## config.mk

```make
export PLATFORM = sky130hd
export DESIGN_NAME = vga_console_text_renderer
export DESIGN_NICKNAME = d
export VERILOG_FILES = /design/src/rtl/vga_console_pkg.sv /design/src/rtl/vga_console_grid_counter.sv /design/src/rtl/vga_console_text_renderer.sv
export SDC_FILE = /design/constraint.sdc
export NUM_CORES = 1
export LEC_CHECK = 0
export CAP_MARGIN = 20
export CORE_MARGIN = 2
export CORE_UTILIZATION = 50
export DETAILED_ROUTE_END_ITERATION = 7
export HOLD_SLACK_MARGIN = 0.05
export PLACE_DENSITY = 0.78
export SLEW_MARGIN = 15
export SYNTH_ARGS = -nofsm -noshare
export SYNTH_HDL_FRONTEND = slang
export SYNTH_SLANG_ARGS = --single-unit
```

## constraint.sdc

```tcl
create_clock -name vga_clk -period 3.35 [get_ports vga_clk]
set_input_delay 0.5025 -clock vga_clk [delete_from_list [all_inputs] [get_ports vga_clk]]
set_output_delay 0.5025 -clock vga_clk [all_outputs]
set_load 0.1 [all_outputs]
```

## src/rtl/vga_console_pkg.sv

```systemverilog
// Shared constants, attribute layout and sizing helper for the VGA console
// text renderer.
package vga_console_pkg;

    localparam int unsigned ATTR_FG_LSB  = 8;
    localparam int unsigned ATTR_BG_LSB  = 12;
    localparam logic [3:0]  DEFAULT_FG   = 4'hF;
    localparam logic [3:0]  DEFAULT_BG   = 4'h0;
    localparam int unsigned PIPE_LATENCY = 3;

    typedef struct packed {
        logic [3:0] fg;
        logic [3:0] bg;
    } attr_t;

    // Counter/address width for a range of 'count' values, never narrower than 1 bit.
    function automatic int unsigned addr_width(input int unsigned count);
        return (count > 1) ? $clog2(count) : 1;
    endfunction

endpackage

```

## src/rtl/vga_console_grid_counter.sv

```systemverilog
// Character-grid walker: tracks pixel/glyph position and issues the linear,
// unscrolled character RAM address in step with the timing generator.
module vga_console_grid_counter
    import vga_console_pkg::*;
#(
    parameter int unsigned COLS    = 80,
    parameter int unsigned ROWS    = 30,
    parameter int unsigned GLYPH_W = 8,
    parameter int unsigned GLYPH_H = 16,
    localparam int unsigned AW = addr_width(COLS * ROWS),
    localparam int unsigned XW = addr_width(GLYPH_W),
    localparam int unsigned YW = addr_width(GLYPH_H),
    localparam int unsigned CW = $clog2(COLS + 1),
    localparam int unsigned RW = $clog2(ROWS + 1),
    localparam int unsigned BW = $clog2(COLS * ROWS + 1)
) (
    input  logic          vga_clk,
    input  logic          reset_n,
    input  logic          i_vsync,
    input  logic          i_de,
    output logic [XW-1:0] o_glyph_x,
    output logic [YW-1:0] o_glyph_y,
    output logic          o_in_grid,
    output logic [AW-1:0] o_address
);

    logic [XW-1:0] r_glyph_x, w_glyph_x_nxt;
    logic [CW-1:0] r_col, w_col_nxt;
    logic [YW-1:0] r_glyph_y, w_glyph_y_nxt;
    logic [RW-1:0] r_row, w_row_nxt;
    logic [BW-1:0] r_row_base, w_row_base_nxt;
    logic          r_de_d;
    logic [AW-1:0] r_last_addr;
    logic [AW-1:0] w_sum;

    always_comb begin
        w_glyph_x_nxt  = r_glyph_x;
        w_col_nxt      = r_col;
        w_glyph_y_nxt  = r_glyph_y;
        w_row_nxt      = r_row;
        w_row_base_nxt = r_row_base;
        if (i_vsync) begin
            w_glyph_x_nxt  = '0;
            w_col_nxt      = '0;
            w_glyph_y_nxt  = '0;
            w_row_nxt      = '0;
            w_row_base_nxt = '0;
        end else if (i_de) begin
            if (r_glyph_x == XW'(GLYPH_W - 1)) begin
                w_glyph_x_nxt = '0;
                if (r_col != CW'(COLS)) w_col_nxt = r_col + CW'(1);
            end else begin
                w_glyph_x_nxt = r_glyph_x + XW'(1);
            end
        end else if (r_de_d) begin
            // Falling edge of DE: end of a scan line.
            w_glyph_x_nxt = '0;
            w_col_nxt     = '0;
            if (r_glyph_y == YW'(GLYPH_H - 1)) begin
                w_glyph_y_nxt = '0;
                if (r_row != RW'(ROWS)) begin
                    w_row_nxt      = r_row + RW'(1);
                    w_row_base_nxt = r_row_base + BW'(COLS);
                end
            end else begin
                w_glyph_y_nxt = r_glyph_y + YW'(1);
            end
        end
    end

    always_ff @(posedge vga_clk or negedge reset_n) begin
        if (!reset_n) begin
            r_glyph_x   <= '0;
            r_col       <= '0;
            r_glyph_y   <= '0;
            r_row       <= '0;
            r_row_base  <= '0;
            r_de_d      <= 1'b0;
            r_last_addr <= '0;
        end else begin
            r_glyph_x  <= w_glyph_x_nxt;
            r_col      <= w_col_nxt;
            r_glyph_y  <= w_glyph_y_nxt;
            r_row      <= w_row_nxt;
            r_row_base <= w_row_base_nxt;
            r_de_d     <= i_de;
            if (o_in_grid) r_last_addr <= w_sum;
        end
    end

    assign w_sum     = AW'(r_row_base) + AW'(r_col);
    assign o_in_grid = (r_col < CW'(COLS)) && (r_row < RW'(ROWS));
    // Off-grid the RAM keeps seeing the last valid cell rather than an out-of-range index.
    assign o_address = o_in_grid ? w_sum : r_last_addr;
    assign o_glyph_x = r_glyph_x;
    assign o_glyph_y = r_glyph_y;

endmodule

```

## src/rtl/vga_console_text_renderer.sv

```systemverilog
// Text-mode pixel pipeline: character fetch, glyph lookup, attributes and
// blinking cursor, with syncs/DE delayed to line up with the colour output.
module vga_console_text_renderer
    import vga_console_pkg::*;
#(
    parameter int unsigned COLS         = 80,
    parameter int unsigned ROWS         = 30,
    parameter int unsigned GLYPH_W      = 8,
    parameter int unsigned GLYPH_H      = 16,
    parameter int unsigned CHAR_BITS    = 16,
    parameter int unsigned BLINK_FRAMES = 32,
    localparam int unsigned AW = addr_width(COLS * ROWS),
    localparam int unsigned XW = addr_width(GLYPH_W),
    localparam int unsigned YW = addr_width(GLYPH_H),
    localparam int unsigned FW = addr_width(BLINK_FRAMES)
) (
    input  logic                 vga_clk,
    input  logic                 reset_n,
    input  logic                 in_hsync,
    input  logic                 in_vsync,
    input  logic                 in_de,
    output logic [AW-1:0]        vga_char_address,
    input  logic [CHAR_BITS-1:0] vga_char,
    output logic [8+YW-1:0]      font_address,
    input  logic [GLYPH_W-1:0]   font_row,
    input  logic                 cursor_enable,
    input  logic [AW-1:0]        cursor_address,
    output logic                 out_hsync,
    output logic                 out_vsync,
    output logic                 out_de,
    output logic [3:0]           out_color
);

    if (!(CHAR_BITS == 8 || CHAR_BITS == 16) || GLYPH_W == 0 || GLYPH_W > 32) begin : g_bad_cfg
        $error("vga_console_text_renderer: unsupported CHAR_BITS or GLYPH_W");
    end

    logic [XW-1:0]           w_glyph_x;
    logic [YW-1:0]           w_glyph_y;
    logic                    w_in_grid;
    logic [PIPE_LATENCY-1:0] r_hs_pipe, r_vs_pipe, r_de_pipe;
    logic                    r_grid_d1, r_grid_d2;
    logic [XW-1:0]           r_gx_d1, r_gx_d2;
    logic [YW-1:0]           r_gy_d1, r_gy_d2;
    logic                    r_hit_d1, r_hit_d2;
    attr_t                   w_attr, r_attr_d2;
    logic [FW-1:0]           r_frame_cnt;
    logic                    r_blink_phase;
    logic [3:0]              r_color, w_color_nxt;
    logic [XW-1:0]           w_bit_idx;
    logic                    w_bit, w_cursor_inv, w_vs_rise;

    vga_console_grid_counter #(
        .COLS    (COLS),
        .ROWS    (ROWS),
        .GLYPH_W (GLYPH_W),
        .GLYPH_H (GLYPH_H)
    ) u_grid (
        .vga_clk   (vga_clk),
        .reset_n   (reset_n),
        .i_vsync   (in_vsync),
        .i_de      (in_de),
        .o_glyph_x (w_glyph_x),
        .o_glyph_y (w_glyph_y),
        .o_in_grid (w_in_grid),
        .o_address (vga_char_address)
    );

    if (CHAR_BITS == 16) begin : g_attr16
        assign w_attr = '{fg: vga_char[ATTR_FG_LSB +: 4], bg: vga_char[ATTR_BG_LSB +: 4]};
    end else begin : g_attr8
        assign w_attr = '{fg: DEFAULT_FG, bg: DEFAULT_BG};
    end

    assign font_address = {vga_char[7:0], r_gy_d1};

    always_ff @(posedge vga_clk or negedge reset_n) begin
        if (!reset_n) begin
            r_hs_pipe <= '0;
            r_vs_pipe <= '0;
            r_de_pipe <= '0;
            r_grid_d1 <= 1'b0;
            r_gx_d1   <= '0;
            r_gy_d1   <= '0;
            r_hit_d1  <= 1'b0;
            r_grid_d2 <= 1'b0;
            r_gx_d2   <= '0;
            r_gy_d2   <= '0;
            r_hit_d2  <= 1'b0;
            r_attr_d2 <= '0;
            r_color   <= '0;
        end else begin
            r_hs_pipe <= {r_hs_pipe[PIPE_LATENCY-2:0], in_hsync};
            r_vs_pipe <= {r_vs_pipe[PIPE_LATENCY-2:0], in_vsync};
            r_de_pipe <= {r_de_pipe[PIPE_LATENCY-2:0], in_de};
            r_grid_d1 <= w_in_grid;
            r_gx_d1   <= w_glyph_x;
            r_gy_d1   <= w_glyph_y;
            r_hit_d1  <= (vga_char_address == cursor_address);
            r_grid_d2 <= r_grid_d1;
            r_gx_d2   <= r_gx_d1;
            r_gy_d2   <= r_gy_d1;
            r_hit_d2  <= r_hit_d1;
            r_attr_d2 <= w_attr;
            r_color   <= w_color_nxt;
        end
    end

    assign w_vs_rise = in_vsync & ~r_vs_pipe[0];

    always_ff @(posedge vga_clk or negedge reset_n) begin
        if (!reset_n) begin
            r_frame_cnt   <= '0;
            r_blink_phase <= 1'b0;
        end else if (w_vs_rise) begin
            if (r_frame_cnt == FW'(BLINK_FRAMES - 1)) begin
                r_frame_cnt   <= '0;
                r_blink_phase <= ~r_blink_phase;
            end else begin
                r_frame_cnt <= r_frame_cnt + FW'(1);
            end
        end
    end

    // Font ROM data is MSB-first, so pixel 0 of the glyph is the top bit.
    assign w_bit_idx    = XW'(GLYPH_W - 1) - r_gx_d2;
    assign w_bit        = font_row[w_bit_idx];
    assign w_cursor_inv = cursor_enable & r_blink_phase & r_hit_d2
                          & (r_gy_d2 >= YW'(GLYPH_H - 2));

    always_comb begin
        w_color_nxt = 4'h0;
        if (r_de_pipe[PIPE_LATENCY-2] && r_grid_d2) begin
            w_color_nxt = (w_bit ^ w_cursor_inv) ? r_attr_d2.fg : r_attr_d2.bg;
        end
    end

    assign out_hsync = r_hs_pipe[PIPE_LATENCY-1];
    assign out_vsync = r_vs_pipe[PIPE_LATENCY-1];
    assign out_de    = r_de_pipe[PIPE_LATENCY-1];
    assign out_color = r_color;

endmodule
```

==> out/results.ini, run 1 <==
[floorplan]
dieHeight_um=90.3
design.core.area_mm2=0.00721
io_pins=73
row_count=31
dieArea_mm2=0.00815
start_util=0.516
die_w_um=90.3

[global_route]
gr-usage-all-layers=0.183
grt_pass1_vias=2594
grt_max_degree=84
grt_overflow=0
antenna_found_initial=0
grt_pass1_wl_um=11900

[timing]
fin_crit_sh=0.871
hold_violations=0
setup_tns_ns=0
setup_violations=0
fin_hold_ws_ns=0.353
tightestPinTransition_ns=0.966
grt_setup_unrepaired=false
maxSlewViolCount=0
setup_ws_ns=0.433
max_freq_mhz=343
relSlewSlack=0.354
clock_skew_ns=0.00614
min_period_ns=2.92

[yosys]
yosysTopAreaCell=dfrtp_1
synthSimpleGateAreaFrac=0.132
yosys.area_share.adder=0.0437
yosysWarningCount=0
synth_compound_area_frac=0.0928
mappedNetlistArea_mm2=0.00372
netlist_top_cells_count=dfrtp_1, nor2_1, nand2_1
muxShareOfSynthArea=0.0434
synth_cell_types=49
syn_nets=395
synth-async-reset-ratio=1.00
synth_xor_area_frac=0.0871
synth-seq-cells=83
syn_inst=340
syn_avg_cell_area_um2=10.9
synthMostInstantiatedCell=dfrtp_1
synth_top_family_by_area=simple AND/OR/NAND/NOR gates
synth_edf_count=0
yosysSeqAreaShare=0.558
synth_top_cell_area_share=0.558
synth_flop_cell=dfrtp_1
synth.area.top_cells=dfrtp_1, xnor2_1, ha_1, nor2_1, o21ai_0

[drt]
ant_nets=0
topRoutingLayerUsed=met4
wirelength_um=7040
wl_met2_um=3650
via_per_inst=5.14
wl_met1_um=3070
drtIter0Drc=105
drt-wirelength-per-cell_um=14.2
drcViolationCount=0
via_count=2553
met3_length_um=272
first_pass_iters=6

[cts]
clk_pin_slew_worst_paths_ns=0.08
cts_tree=built
cts_buffers=9
post_cts_buffers=0
clk_path_buf_depth=2
cts.root.buffer_cell=clkbuf_8
cts_resized=0
cts.sinks=83
clock_latency_ns=0.35
htree_levels=3

[setup_path]
arrival_ns=2.41
worstSetupPathType=flop to primary output
worst_r2r_endpoint=r_hit_d1
worstSetupEndpointType=primary output
slowest_delay_ns=0.44
worst_setup_path_start_kind=flop
worstPathMaxFanout=5
r2r_cells=7
critPathSlowestCell=dfrtp_1
crit_path_cell_trace=ha_1 > a211oi_2 > nor2_2 > xnor2_1 > o21ai_1 > buf_4
rr_startpoint=u_grid.r_col[4]
ff2ff_setup_slack_ns=1.05
required_ns=2.85

[place]
place_ws_ns=0.712
placed_cell_area_mm2=0.00428
dpl.hpwl_um=5060
dp.cells=479
numPortBuffers=56
gp_congestion=0.814

[min_path]
hold_class=flop to flop
min_to=r_hs_pipe[2]
hold_depth=0
hp-start=r_hs_pipe[1]

[cells_and_area]
final-seq-area_mm2=0.00208
drive_gt1_frac=0.113
area_growth_pct=22.6
nFillCells=604
fin_util=0.632
final_nets=448
finalNonFillerCells=497
finish.instance_area_mm2=0.00456
diodes=0
multiInputGateArea_mm2=0.00148

[power_and_ir_drop]
swShare=0.251
seq_power_share=0.492
internal-power_mw=1.65
combPwrFrac=0.113
clkPwrFrac=0.395
vdd_ir_drop_max_mv=0.247
p_sw_uw=554
power_mw=2.20
cellPowerDensity_mw_per_mm2=483
power.leakage_nw=2.03

[job]
drv_cap=0

[run_status]
status=finished, final reports clean

[area by class of cell]
class / count / area share
Tap cell: 99 / 0.0272
Multi-Input combinational cell: 224 / 0.325
Clock buffer: 9 / 0.0272
Timing Repair Buffer: 59 / 0.126
Sequential cell: 83 / 0.455
Inverter: 16 / 0.0132
Clock inverter: 7 / 0.0266
[flip-flops by register name, indices dropped and copies added (netlist names), 5 cells and up]
name / count
u_grid.r_col: 7
u_grid.r_last_addr: 12
r_frame_cnt: 5
u_grid.r_row_base: 8
r_attr_d2: 8
u_grid.r_row: 5
[power groups by stage]
stage	combinational, mW	sequential, mW	clock (mW)
4_1_cts	0.245	1.08	0.890
3_5_place_dp	0.244	1.10	0
2_1_floorplan	0.143	1.15	0
5_1_grt	0.272	1.09	0.932
6_report	0.249	1.08	0.872
3_3_place_gp	0.238	1.10	0
[what timing repair did]
| action | CTS | global route |
|---|---|---|
| endpoints found under the hold margin | 0 | 17 |
| hold buffers | 0 | 1 |
| setup endpoints to repair | 0 | 0 |
[layout by cell type, fill, tap and decap left out, types with 2 or more instances in the layout]
cell type,n
o21ai_1,3
nor3_1,6
mux4_2,2
xnor2_1,25
clkdlybuf4s50_1,43
bufinv_16,3
a21boi_0,2
xor2_1,12
or3_1,3
o22ai_1,2
o21ai_0,19
mux2_2,5
a31oi_1,2
nor4_1,3
and3_1,3
nand4_1,5
buf_4,14
inv_6,3
nand2_1,29
a21oi_1,11
mux2i_1,6
clkbuf_8,9
nor2_1,39
nand2b_1,2
dfrtp_1,83
nand3_1,10
ha_1,13
inv_1,16
[kinds of logic (layout without fill, tap and decap cells)]
family / Yosys count / in the layout
muxes: 13 / 13
buffers and inverters: 33 / 91
xor gates and xnor gates: 37 / 37
AOI/OAI and AO/OA: 54 / 54
and+or+nand+nor: 107 / 107
adders and majority gates: 13 / 13
DFF: 83 / 83
[worst max-delay path by stage]
stage                                     from                   end  slack, ns  cells after the start
after floorplan                u_grid.r_col[4]   vga_char_address[5]      -0.40                      5
after global placement                   in_de  u_grid.r_row_base[9]       0.79                      7
after detailed placement                 in_de  u_grid.r_row_base[9]       0.71                      7
after CTS                 u_grid.r_row_base[5]   vga_char_address[8]       0.39                      6
after global routing      u_grid.r_row_base[5]   vga_char_address[8]       0.28                      6
final                          u_grid.r_col[5]   vga_char_address[8]       0.43                      6
[layer usage]
metal  up-vias  GRT usage
li1       1253          -
met1      1237      0.226
met2        59      0.308
met3         4     0.0584
met4         0     0.0538
met5         -          0
[worst max-delay path: cells and delay by family, from the launching register on]
| kind | cells | cell delay (ns) |
|---|---|---|
| AOI/OAI and AO/OA | 2 | 0.66 |
| DFF | 1 | 0.44 |
| buffers and inverters | 1 | 0.36 |
| adders and majority gates | 1 | 0.35 |
| xor gates and xnor gates | 1 | 0.14 |
| and+or+nand+nor | 1 | 0.12 |
Note: power is estimated with default switching activity, not from simulation.
==> run 2: changes to the inputs <==
CAP_MARGIN = unset   (was 20)
CORE_MARGIN = 10   (was 2)
==> out/results.ini, run 2 (same netlist as run 1, synthesis figures left out) <==
[run_status]
status=finished, final reports clean  ; unchanged

[timing]
fin_crit_sh=0.866  ; was 0.871
tightestPinTransition_ns=1.01  ; was 0.966 ns
hold_violations=0  ; unchanged
setup_violations=0  ; unchanged
grt_setup_unrepaired=false  ; unchanged
relSlewSlack=0.329  ; was 0.354
maxSlewViolCount=0  ; unchanged
fin_hold_ws_ns=0.315  ; was 0.353 ns
clock_skew_ns=0.00606  ; was 0.00614 ns
max_freq_mhz=345  ; was 343 MHz
min_period_ns=2.90  ; was 2.92 ns

[cts]
clock_latency_ns=0.34  ; was 0.35 ns
clk_pin_slew_worst_paths_ns=0.08  ; about the same
cts_resized=0  ; unchanged
postCtsHoldBufs=0  ; unchanged
clk_path_buf_depth=2  ; unchanged
cts_buffers=9  ; unchanged
cts_tree=built  ; unchanged
post_cts_buffers=0  ; unchanged
htree_levels=3  ; unchanged
cts.sinks=83  ; unchanged
cts.root.buffer_cell=clkbuf_8  ; unchanged

[cells_and_area]
drive_gt1_frac=0.111  ; was 0.113
top_regs=u_grid.r_last_addr x12, r_attr_d2 x8, u_grid.r_row_base x8  ; unchanged
largest_register_ffs=12  ; unchanged
final_nets=447  ; was 448
area_growth_pct=21.6  ; was 22.6%
final_common_cell=dfrtp_1  ; unchanged
nFillCells=601  ; was 604
diodes=0  ; unchanged
final_cell_mix=dfrtp_1, clkdlybuf4s50_1, nor2_1  ; unchanged
final-seq-area_mm2=0.00208  ; unchanged
largest_register=u_grid.r_last_addr  ; unchanged
multiInputGateArea_mm2=0.00148  ; unchanged

[global_route]
gr-usage-all-layers=0.134  ; was 0.183
antenna_found_initial=0  ; unchanged
grt_pass1_wl_um=12400  ; was 11900 um
grt_max_degree=84  ; unchanged
grt_pass1_vias=2595  ; was 2594
grt_overflow=0  ; unchanged

[place]
numPortBuffers=56  ; unchanged
gp_congestion=0.857  ; was 0.814
dpl.hpwl_um=5440  ; was 5060 um

[power_and_ir_drop]
clkPwrFrac=0.389  ; was 0.395
cellPowerDensity_mw_per_mm2=480  ; was 483 mW/mm2
combPwrFrac=0.112  ; was 0.113
power.leakage_nw=2.01  ; was 2.03 nW
vdd_ir_drop_max_mv=0.205  ; was 0.247 mV
internal-power_mw=1.64  ; was 1.65 mW
p_sw_uw=533  ; was 554 uW
seq_power_share=0.499  ; was 0.492
swShare=0.245  ; was 0.251
power_mw=2.17  ; was 2.20 mW

[floorplan]
row_count=31  ; unchanged
dieArea_mm2=0.0113  ; was 0.00815 mm2
start_util=0.513  ; was 0.516
dieHeight_um=106  ; was 90.3 um
design.core.area_mm2=0.00725  ; was 0.00721 mm2
die_w_um=106  ; was 90.3 um
io_pins=73  ; unchanged

[setup_path]
worstPathMaxFanout=4  ; was 5
worstSetupEndpointType=primary output  ; unchanged
worst_setup_path_start_kind=flop  ; unchanged
worstSetupPathType=flop to primary output  ; unchanged
arrival_ns=2.40  ; was 2.41 ns
required_ns=2.85  ; about the same

[drt]
drcViolationCount=0  ; unchanged
ant_nets=0  ; unchanged
via_count=2546  ; was 2553
via_per_inst=5.14  ; about the same
drtIter0Drc=121  ; was 105
first_pass_iters=4  ; was 6
wirelength_um=7390  ; was 7040 um
drt-wirelength-per-cell_um=14.9  ; was 14.2 um

[job]
drv_cap=0  ; unchanged

[min_path]
hold_class=input port to asynchronous set/reset pin  ; was flop to flop

## run 2: layout make-up
type / instances / share of cell area
Inverter: 16 / 0.0133
Clock buffer: 9 / 0.0274
Clock inverter: 6 / 0.0252
Sequential cell: 83 / 0.459
Multi-Input combinational cell: 224 / 0.328
Timing Repair Buffer: 58 / 0.120
Tap cell: 99 / 0.0274
## run 2: path summary, 6_finish.rpt
kind                                       from  slack (ns)                  end  depth (start not counted)
min in group vga_clk                 r_gx_d1[1]        0.35           r_gx_d2[1]                          0
max                        u_grid.r_row_base[5]        0.45  vga_char_address[8]                          6
min                                     reset_n        0.32       r_frame_cnt[3]                          1
max in group asynchronous               reset_n        2.38      u_grid.r_col[3]                          1
max reg2reg                     u_grid.r_row[2]        1.03             r_hit_d1                          7
min reg2reg                          r_gx_d1[1]        0.35           r_gx_d2[1]                          0
## run 2: power by group through the flow
stage          Sequential, mW  Combinational, mW  Clock [mW]
2_1_floorplan            1.15              0.143           0
3_3_place_gp             1.10              0.239           0
3_5_place_dp             1.10              0.247           0
4_1_cts                  1.08              0.248       0.867
5_1_grt                  1.09              0.266       0.906
6_report                 1.08              0.243       0.845
## run 2: per-stage QoR
stage	TNS, ns	utilization	worst slack [ns]	instances	area [um2]
6_report	0	0.624	0.450	495	4520
5_1_grt	0	0.624	0.312	495	4520
4_1_cts	0	0.624	0.429	495	4520
3_5_place_dp	0	0.591	0.798	480	4290
3_3_place_gp	0	0.591	0.848	480	4290
2_1_floorplan	-2.60	-	-0.403	340	3720
## run 2: metal layers
metal | share of wire | GRT usage | vias up
met5 | 0 | 0 | -
met4 | 0.011 | 0.0493 | 0
met3 | 0.056 | 0.0471 | 8
met2 | 0.48 | 0.212 | 62
met1 | 0.45 | 0.167 | 1226
li1 | - | - | 1250
## run 2: worst max-delay path: stages (launching register included)
cell and delay (ns):
dfrtp_1 0.42, ha_1 0.36, a211oi_2 0.37, nor2_2 0.11, xnor2_1 0.13, o21ai_1 0.30
buf_4 0.36
